--- src/rtl/vga_cell_timing.sv ---
// VGA raster timing with incremental character/tile cell coordinates and a
// programmable delay line that aligns sync/blank/RGB with the drawer latency.
module vga_cell_timing #(
  parameter int H_ACTIVE  = 640,
  parameter int H_FP      = 16,
  parameter int H_SYNC    = 96,
  parameter int H_BP      = 48,
  parameter int V_ACTIVE  = 480,
  parameter int V_FP      = 10,
  parameter int V_SYNC    = 2,
  parameter int V_BP      = 33,
  parameter int HSYNC_POL = 0,
  parameter int VSYNC_POL = 0,
  parameter int PIPE_DLY  = 2,
  parameter int CELL_W    = 8,
  parameter int CELL_H    = 8,
  parameter int GRID_X0   = 66,
  parameter int GRID_Y0   = 128,
  parameter int GRID_COLS = 52,
  parameter int GRID_ROWS = 40,
  parameter int COLOR_W   = 8,
  localparam int CW  = (GRID_COLS > 1) ? $clog2(GRID_COLS) : 1,
  localparam int RW  = (GRID_ROWS > 1) ? $clog2(GRID_ROWS) : 1,
  localparam int IW  = (GRID_COLS * GRID_ROWS > 1) ? $clog2(GRID_COLS * GRID_ROWS) : 1,
  localparam int SXW = (CELL_W > 1) ? $clog2(CELL_W) : 1,
  localparam int SYW = (CELL_H > 1) ? $clog2(CELL_H) : 1
) (
  input  logic               CLK_IN,
  input  logic               RST,
  input  logic               PIX_EN,
  input  logic [COLOR_W-1:0] RGB_IN_R,
  input  logic [COLOR_W-1:0] RGB_IN_G,
  input  logic [COLOR_W-1:0] RGB_IN_B,
  output logic [9:0]         counterX,
  output logic [9:0]         counterY,
  output logic               in_grid,
  output logic [CW-1:0]      cell_col,
  output logic [RW-1:0]      cell_row,
  output logic [IW-1:0]      cell_idx,
  output logic [SXW-1:0]     sub_x,
  output logic [SYW-1:0]     sub_y,
  output logic               line_start,
  output logic               frame_start,
  output logic               o_hsync,
  output logic               o_vsync,
  output logic               BLANK,
  output logic               SYNC,
  output logic [COLOR_W-1:0] R,
  output logic [COLOR_W-1:0] G,
  output logic [COLOR_W-1:0] B
);

  localparam int H_TOTAL = H_ACTIVE + H_FP + H_SYNC + H_BP;
  localparam int V_TOTAL = V_ACTIVE + V_FP + V_SYNC + V_BP;
  localparam int GX1     = GRID_X0 + GRID_COLS * CELL_W;
  localparam int GY1     = GRID_Y0 + GRID_ROWS * CELL_H;

  localparam logic [9:0] H_LAST = 10'(H_TOTAL - 1);
  localparam logic [9:0] V_LAST = 10'(V_TOTAL - 1);
  localparam logic [9:0] HA     = 10'(H_ACTIVE);
  localparam logic [9:0] VA     = 10'(V_ACTIVE);
  localparam logic [9:0] HS0    = 10'(H_ACTIVE + H_FP);
  localparam logic [9:0] HS1    = 10'(H_ACTIVE + H_FP + H_SYNC);
  localparam logic [9:0] VS0    = 10'(V_ACTIVE + V_FP);
  localparam logic [9:0] VS1    = 10'(V_ACTIVE + V_FP + V_SYNC);
  localparam logic [9:0] GX0_C  = 10'(GRID_X0);
  localparam logic [9:0] GX1_C  = 10'(GX1);
  localparam logic [9:0] GY0_C  = 10'(GRID_Y0);
  localparam logic [9:0] GY1_C  = 10'(GY1);
  localparam logic [SXW-1:0] SX_LAST = SXW'(CELL_W - 1);
  localparam logic [SYW-1:0] SY_LAST = SYW'(CELL_H - 1);
  localparam logic [IW-1:0]  COLS_C  = IW'(GRID_COLS);
  localparam logic HPOL = (HSYNC_POL != 0);
  localparam logic VPOL = (VSYNC_POL != 0);

  generate
    if (PIPE_DLY < 1) begin : g_chk_dly
      $error("vga_cell_timing: PIPE_DLY must be at least 1");
    end
    if (GX1 > H_ACTIVE || GY1 > V_ACTIVE) begin : g_chk_grid
      $error("vga_cell_timing: cell grid exceeds the active area");
    end
    if (H_TOTAL > 1024 || V_TOTAL > 1024) begin : g_chk_tot
      $error("vga_cell_timing: totals exceed the 10-bit counters");
    end
  endgenerate

  // run_reg makes the first enabled edge after reset land on (0,0) as a real frame start
  logic           run_reg;
  logic [9:0]     x_next, y_next;
  logic [SXW-1:0] sx_reg, sx_next;
  logic [CW-1:0]  col_reg, col_next;
  logic [SYW-1:0] sy_reg, sy_next;
  logic [RW-1:0]  row_reg, row_next;
  logic [IW-1:0]  base_reg, base_next;
  logic           grid_next;
  logic           active, hs, vs;

  logic [PIPE_DLY-1:0] act_q, hs_q, vs_q;
  logic [PIPE_DLY:0]   act_c, hs_c, vs_c;

  always_comb begin
    x_next    = counterX;
    y_next    = counterY;
    sx_next   = sx_reg;
    col_next  = col_reg;
    sy_next   = sy_reg;
    row_next  = row_reg;
    base_next = base_reg;

    if (!run_reg) begin
      x_next = 10'd0;
      y_next = 10'd0;
    end else if (counterX == H_LAST) begin
      x_next = 10'd0;
      y_next = (counterY == V_LAST) ? 10'd0 : counterY + 10'd1;
    end else begin
      x_next = counterX + 10'd1;
    end

    // Cell counters run freely and restart at the grid origin; outputs mask them outside
    if (x_next == GX0_C) begin
      sx_next  = '0;
      col_next = '0;
    end else if (sx_reg == SX_LAST) begin
      sx_next  = '0;
      col_next = col_reg + CW'(1);
    end else begin
      sx_next = sx_reg + SXW'(1);
    end

    if (x_next == 10'd0) begin
      if (y_next == GY0_C) begin
        sy_next   = '0;
        row_next  = '0;
        base_next = '0;
      end else if (sy_reg == SY_LAST) begin
        sy_next   = '0;
        row_next  = row_reg + RW'(1);
        base_next = base_reg + COLS_C;
      end else begin
        sy_next = sy_reg + SYW'(1);
      end
    end

    grid_next = (x_next >= GX0_C) && (x_next < GX1_C) &&
                (y_next >= GY0_C) && (y_next < GY1_C);
  end

  assign active = run_reg && (counterX < HA) && (counterY < VA);
  assign hs     = run_reg && (counterX >= HS0) && (counterX < HS1);
  assign vs     = run_reg && (counterY >= VS0) && (counterY < VS1);

  assign act_c = {act_q, active};
  assign hs_c  = {hs_q, hs};
  assign vs_c  = {vs_q, vs};

  always_ff @(posedge CLK_IN or negedge RST) begin
    if (!RST) begin
      run_reg     <= 1'b0;
      counterX    <= '0;
      counterY    <= '0;
      sx_reg      <= '0;
      col_reg     <= '0;
      sy_reg      <= '0;
      row_reg     <= '0;
      base_reg    <= '0;
      in_grid     <= 1'b0;
      cell_col    <= '0;
      cell_row    <= '0;
      cell_idx    <= '0;
      sub_x       <= '0;
      sub_y       <= '0;
      line_start  <= 1'b0;
      frame_start <= 1'b0;
      act_q       <= '0;
      hs_q        <= '0;
      vs_q        <= '0;
      R           <= '0;
      G           <= '0;
      B           <= '0;
    end else if (PIX_EN) begin
      run_reg     <= 1'b1;
      counterX    <= x_next;
      counterY    <= y_next;
      sx_reg      <= sx_next;
      col_reg     <= col_next;
      sy_reg      <= sy_next;
      row_reg     <= row_next;
      base_reg    <= base_next;
      in_grid     <= grid_next;
      cell_col    <= grid_next ? col_next : '0;
      cell_row    <= grid_next ? row_next : '0;
      cell_idx    <= grid_next ? (base_next + IW'(col_next)) : '0;
      sub_x       <= grid_next ? sx_next : '0;
      sub_y       <= grid_next ? sy_next : '0;
      line_start  <= (x_next == 10'd0);
      frame_start <= (x_next == 10'd0) && (y_next == 10'd0);
      act_q       <= act_c[PIPE_DLY-1:0];
      hs_q        <= hs_c[PIPE_DLY-1:0];
      vs_q        <= vs_c[PIPE_DLY-1:0];
      // Colour is captured one stage early so it lands with BLANK
      if (act_c[PIPE_DLY-1]) begin
        R <= RGB_IN_R;
        G <= RGB_IN_G;
        B <= RGB_IN_B;
      end else begin
        R <= '0;
        G <= '0;
        B <= '0;
      end
    end
  end

  assign o_hsync = hs_q[PIPE_DLY-1] ? HPOL : ~HPOL;
  assign o_vsync = vs_q[PIPE_DLY-1] ? VPOL : ~VPOL;
  assign BLANK   = act_q[PIPE_DLY-1];
  assign SYNC    = 1'b0;

endmodule

--- config.mk ---
export PLATFORM = sky130hd
export DESIGN_NAME = vga_cell_timing
export DESIGN_NICKNAME = d
export VERILOG_FILES = /design/src/rtl/vga_cell_timing.sv
export SDC_FILE = /design/constraint.sdc
export NUM_CORES = 1
export LEC_CHECK = 0
export CORE_ASPECT_RATIO = 1.25
export CORE_MARGIN = 10
export CORE_UTILIZATION = 45
export DETAILED_ROUTE_END_ITERATION = 10
export GPL_ROUTABILITY_DRIVEN = 0
export PLACE_DENSITY = 0.68
export SLEW_MARGIN = 20
export SYNTH_ARGS = -nofsm -noshare
export SYNTH_HDL_FRONTEND = slang
export SYNTH_SLANG_ARGS = --single-unit
export TNS_END_PERCENT = 30
--- constraint.sdc ---
create_clock -name CLK_IN -period 11 [get_ports CLK_IN]
set_input_delay 2.2 -clock CLK_IN [delete_from_list [all_inputs] [get_ports CLK_IN]]
set_output_delay 2.2 -clock CLK_IN [all_outputs]
set_load 0.05 [all_outputs]
# Word level (Yosys, flattened, before mapping)
# Cells that the tools add are included.
# word_totals
input_bits	27
latchBits	0
out_inout_bits	81
mem_count	0
elab_cells	86
rom_bits	0
ram_bits	0
register_bits	114
# op_classes
magnitude_cmp	10
n_reduce_logical	12
shifts	0
n_mul	0
add_sub_neg	8
bitwise	0
div_mod_pow	0
mux	28
n_eq_ne	6
# ops
operator	n
$mux W10	5
$mux W12	4
$mux W6	7
$lt A10 B9 Y1 const B	4
$mux W8	3
$mux W3	7
$add A10 B1 Y10 const B	2
$eq A10 B10 Y1 const B	2
$logic_not A10 Y1	2
$lt A10 B10 Y1 const B	2
$add A12 B6 Y12	1
$add A12 B6 Y12 const B	1
$add A6 B1 Y6 const B	2
$eq A10 B7 Y1 const B	1
$eq A10 B8 Y1 const B	1
$ge A10 B10 Y1 const B	1
$ge A10 B7 Y1 const B	1
$ge A10 B8 Y1 const B	1
$ge A10 B9 Y1 const B	1
$logic_and A1 B1 Y1	10
$add A3 B1 Y3 const B	2
$eq A3 B3 Y1 const B	2
$mux W1	2

# Depth between registers and ports, before layout
# logic_depth
word_depth	9
mapped_depth	21
mapped_depth_nobuf	20

# Least setup slack after synthesis
# No wires, ideal clock.
# synth_path
path_type	flip-flop to flip-flop
start	register counterX[0]
end	register cell_idx[9]
t_arrival_ns	4.350
required_time_ns	10.877
stages_incl_launch_ff	21
setup_time_ns	0.123
path_slack_ns	6.527
n_path_buf	2
period_less_slack_ns	4.473
cell_sequence	dfrtp_1 ha_1 nand4_1 buf_2 or4_4 xnor2_1 a31oi_1 nor4_4 nand2_1 buf_2 and2_1 ha_1 a21o_1 a21oi_1 o21bai_1 and2_1 o21ai_0 nand2b_1 nand4_1 xor2_1 o2bb2ai_1
# synth_between
elab_chain_cells	8
elab_cells_between_ends	21
cone_classes	add/sub (2); order compare (4); eq/ne (3); mux (8); reduce/logical (4)
# synth_lines
element	line	rtl
from (decl)	34	output logic [9:0] counterX,
from (signal assigned)	184	counterX <= x_next;
parallel branches: the longest is 5 deep, another holds $add A10 B1 Y10	n/a	
$mux W12 (*)	132	if (x_next == 10'd0) begin
via base_next[1]	95	logic [IW-1:0] base_reg, base_next;
$add A12 B6 Y12 (*)	194	cell_idx <= grid_next ? (base_next + IW'(col_next)) : '0;
$mux W12 (*)	194	
to (signal assigned)	194	
to (decl)	39	output logic [IW-1:0] cell_idx,
# Mark *: on every way through the listed nets, which the timed path passes.
# A chain may end at the register's enable or synchronous reset.

# Final worst setup path
# Same ends and word-level chain as after synthesis.

==> impl_results.md <==
- Reg clk slew, reported paths: 50 ps
- Initial antenna violation count: 0
- Mapped Area: 6350 um2
- FF/Latch Area: 2850 um2
- Worst reg-to-reg setup slack: 5750 ps
- Gr usage total: 17.7%
- Reg2Reg Capture Point: cell_idx[9]
- CTS Root Cell: clkbuf_16
- GRT overflow: 0
- RSZ-0062 raised after global routing: false
- Outcome: finished clean
- Clock buffer depth: 2
- Area delta synth->final: 26.6%
- Via count: 5,362
- CTS Hold Bufs: 0
- Antenna fix cells: 0
- # DRC: 0
- Critical path required time: 11,260 ps
- Data arrival, critical path: 5510 ps
- CORE AREA: 13,800 um2
- Worst skew pair latency: 410 ps
- Clock Sinks: 114
- Initial core utilization: 46.0%
- Tightest Pin Transition: 892 ps
- Setup crit start kind: flop
- Global-route wire length before repair: 28.6 mm
- Clock skew: 10.9 ps
- Syn avg cell area: 9.35 um2
- Synth top area share: 44.9%
- Worst setup EP type: flop
- Number of max-cap violations: 0
- Max Transition Viols Final: 0
- Pwr/cell area: 175 nW/um2
- Ys Warns: 0
- Post-CTS Resized: 0
- Primary FF master, synth: dfrtp_1
- Post-CTS Setup Inserts: 0
- Kind of critical path: reg2reg
- FF+latch count, synth: 114
- Vias in the first global route: 5,483
- Syn nets: 724
- Most common cell in the netlist: dfrtp_1
- Final instance area: 8040 um2
- Crit share post-route: 47.7%
- DIE HEIGHT: 153 um
- Worst-case reg-to-reg path depth: 18
- Synth unique cells: 64
- Vias per cell: 5.64
- Routed WL per cell: 17.8 um
- Final nets: 807
- Largest net degree at the start of global routing: 83
- Mapped Cells: 679
- Crit path time final: 5250 ps
- Relative slew slack: 40.5%
- Ports: 108
- Row count: 48
- Sequential share of the synthesized area: 44.9%
- Most area-consuming cells after synthesis: dfrtp_1 (45%), o21ai_0 (5.4%), nand3_1 (4.3%)
- Finished Core Util: 58.2%
- Non-filler cells in the finished layout: 950
- Commonest cells post-synth: dfrtp_1 (114), o21ai_0 (69), nand2_1 (60), inv_1 (55), nand3_1 (55)
- Total wire length: 16.9 mm
- Pleak: 3.34 nW
- Final Hold Viols: 0
- Ys async rst share: 100%
- Port Buffers: 106
- ANT nets after route: 0
- CP max FO: 14
- R2r startpoint: counterX[0]
- Fmax: 191 MHz
- Multi-input gate area: 3060 um2
- Largest area contributor in the netlist: dfrtp_1
- Setup TNS: 0 ps
- Detailed placement HPWL: 12.1 mm
- Final hold slack: 483 ps
- Cell total after placement: 918
- Router iterations before antenna repair: 6
- Final-report setup violation count: 0
- Die Wd: 126 um
- TritonCTS buffer count: 17
- EDFF count, synth: 0
- Die footprint: 19,300 um2
- Hold path depth: 1
- Hold path startpoint: cell_idx[0]
- CTS tree: done
- CTS H-tree depth: 4
- Layout cells sized above 1: 8.90%
- Hold Path Class: reg2reg
- WHS Endpoint: cell_idx[0]
- Fill cells: 1,209
- Peak supply drop: 0.107 mV
- Cell Area, Placed: 7430 um2
- Initial detailed-routing violation count: 486
## critical path: stages (launching register included)
cell and delay (ps):
dfrtp_1 470, ha_1 320, nand4_1 450, or3_1 630, o21ai_2 410, a311oi_4 80, nor4_4 300, nand2_1 410
and2_1 340, ha_1 290, a21o_1 170, a21oi_1 220, o21bai_1 90, and2_1 170, o21ai_0 230, nand2b_1 150
nand4_1 130, xor2_1 160, o2bb2ai_1 80
## stage by stage
step / total power [mW] / setup slack [ps]
finish: 1.41 / 5750
CTS: 1.42 / 5790
global placement: 0.848 / 6100
floorplan: 0.747 / 6530
global route: 1.48 / 5260
detailed placement: 0.857 / 5830
## final cells by class
class	instances	area share [%]
clock inverters	13	1.99
well taps	175	2.72
multi-input cells	462	38.1
inverters	57	2.66
repair buffers	110	13.5
flip-flops and latches	114	35.5
clock buffers	19	5.51
## layer usage
layer	vias up	routed length (um)	global-route usage [%]
li1	2586	-	-
met1	2600	7130	21.5
met2	146	8670	30.0
met3	30	751	4.00
met4	0	354	6.25
met5	-	0	0
## cell families after synthesis
logic type      count (synthesis)  share of synthesized area, %
buf+inv                       103                          6.82
simple gates                  227                          18.8
other cells                     1                        0.0591
fa+ha+maj                      18                          3.67
compound gates                166                          18.4
mux                            13                          2.23
xor+xnor                       37                          5.11
flops                         114                          44.9
## power breakdown
group | switching (mW) | internal (mW)
Combinational | 0.220 | 0.115
Sequential | 0.0522 | 0.461
Clock | 0.196 | 0.362
Total | 0.469 | 0.939
## cells in the final DEF (no fill, tap or decap), types with 4 or more instances in the layout
| cell | netlist | routed |
|---|---|---|
| or3_1 | 7 | 7 |
| o41ai_1 | 5 | 5 |
| a21oi_1 | 21 | 21 |
| buf_4 | 1 | 6 |
| ha_1 | 17 | 17 |
| and3_1 | 5 | 5 |
| clkdlybuf4s50_1 | 0 | 104 |
| nor2_1 | 24 | 24 |
| nor2b_1 | 4 | 4 |
| a211oi_1 | 4 | 4 |
| o21ai_0 | 69 | 69 |
| and2_1 | 14 | 14 |
| nand3_1 | 55 | 55 |
| nor3_1 | 15 | 15 |
| xor2_1 | 15 | 15 |
| clkbuf_16 | 0 | 17 |
| a21o_1 | 5 | 5 |
| dfrtp_1 | 114 | 114 |
| nand4b_1 | 4 | 4 |
| xnor2_1 | 22 | 22 |
| nand4_1 | 13 | 13 |
| o31ai_1 | 5 | 5 |
| clkinv_2 | 0 | 4 |
| nand2_1 | 60 | 60 |
| nor4_1 | 8 | 8 |
| mux2_2 | 9 | 9 |
| o2bb2ai_1 | 19 | 19 |
| inv_1 | 55 | 55 |
| o2bb2ai_2 | 10 | 10 |
| mux2i_1 | 4 | 4 |
## worst max path at each step
| stage | start | to | slack [ps] |
|---|---|---|---|
| finish | counterX[0] | cell_idx[9] | 5750 |
| global route | counterX[0] | cell_idx[9] | 5260 |
| CTS | counterX[0] | cell_idx[9] | 5790 |
| detailed placement | counterX[0] | cell_idx[9] | 5830 |
| global placement | counterX[0] | cell_idx[9] | 6100 |
| floorplan | counterX[0] | cell_idx[9] | 6530 |
Power figures use the tool's default switching activity.
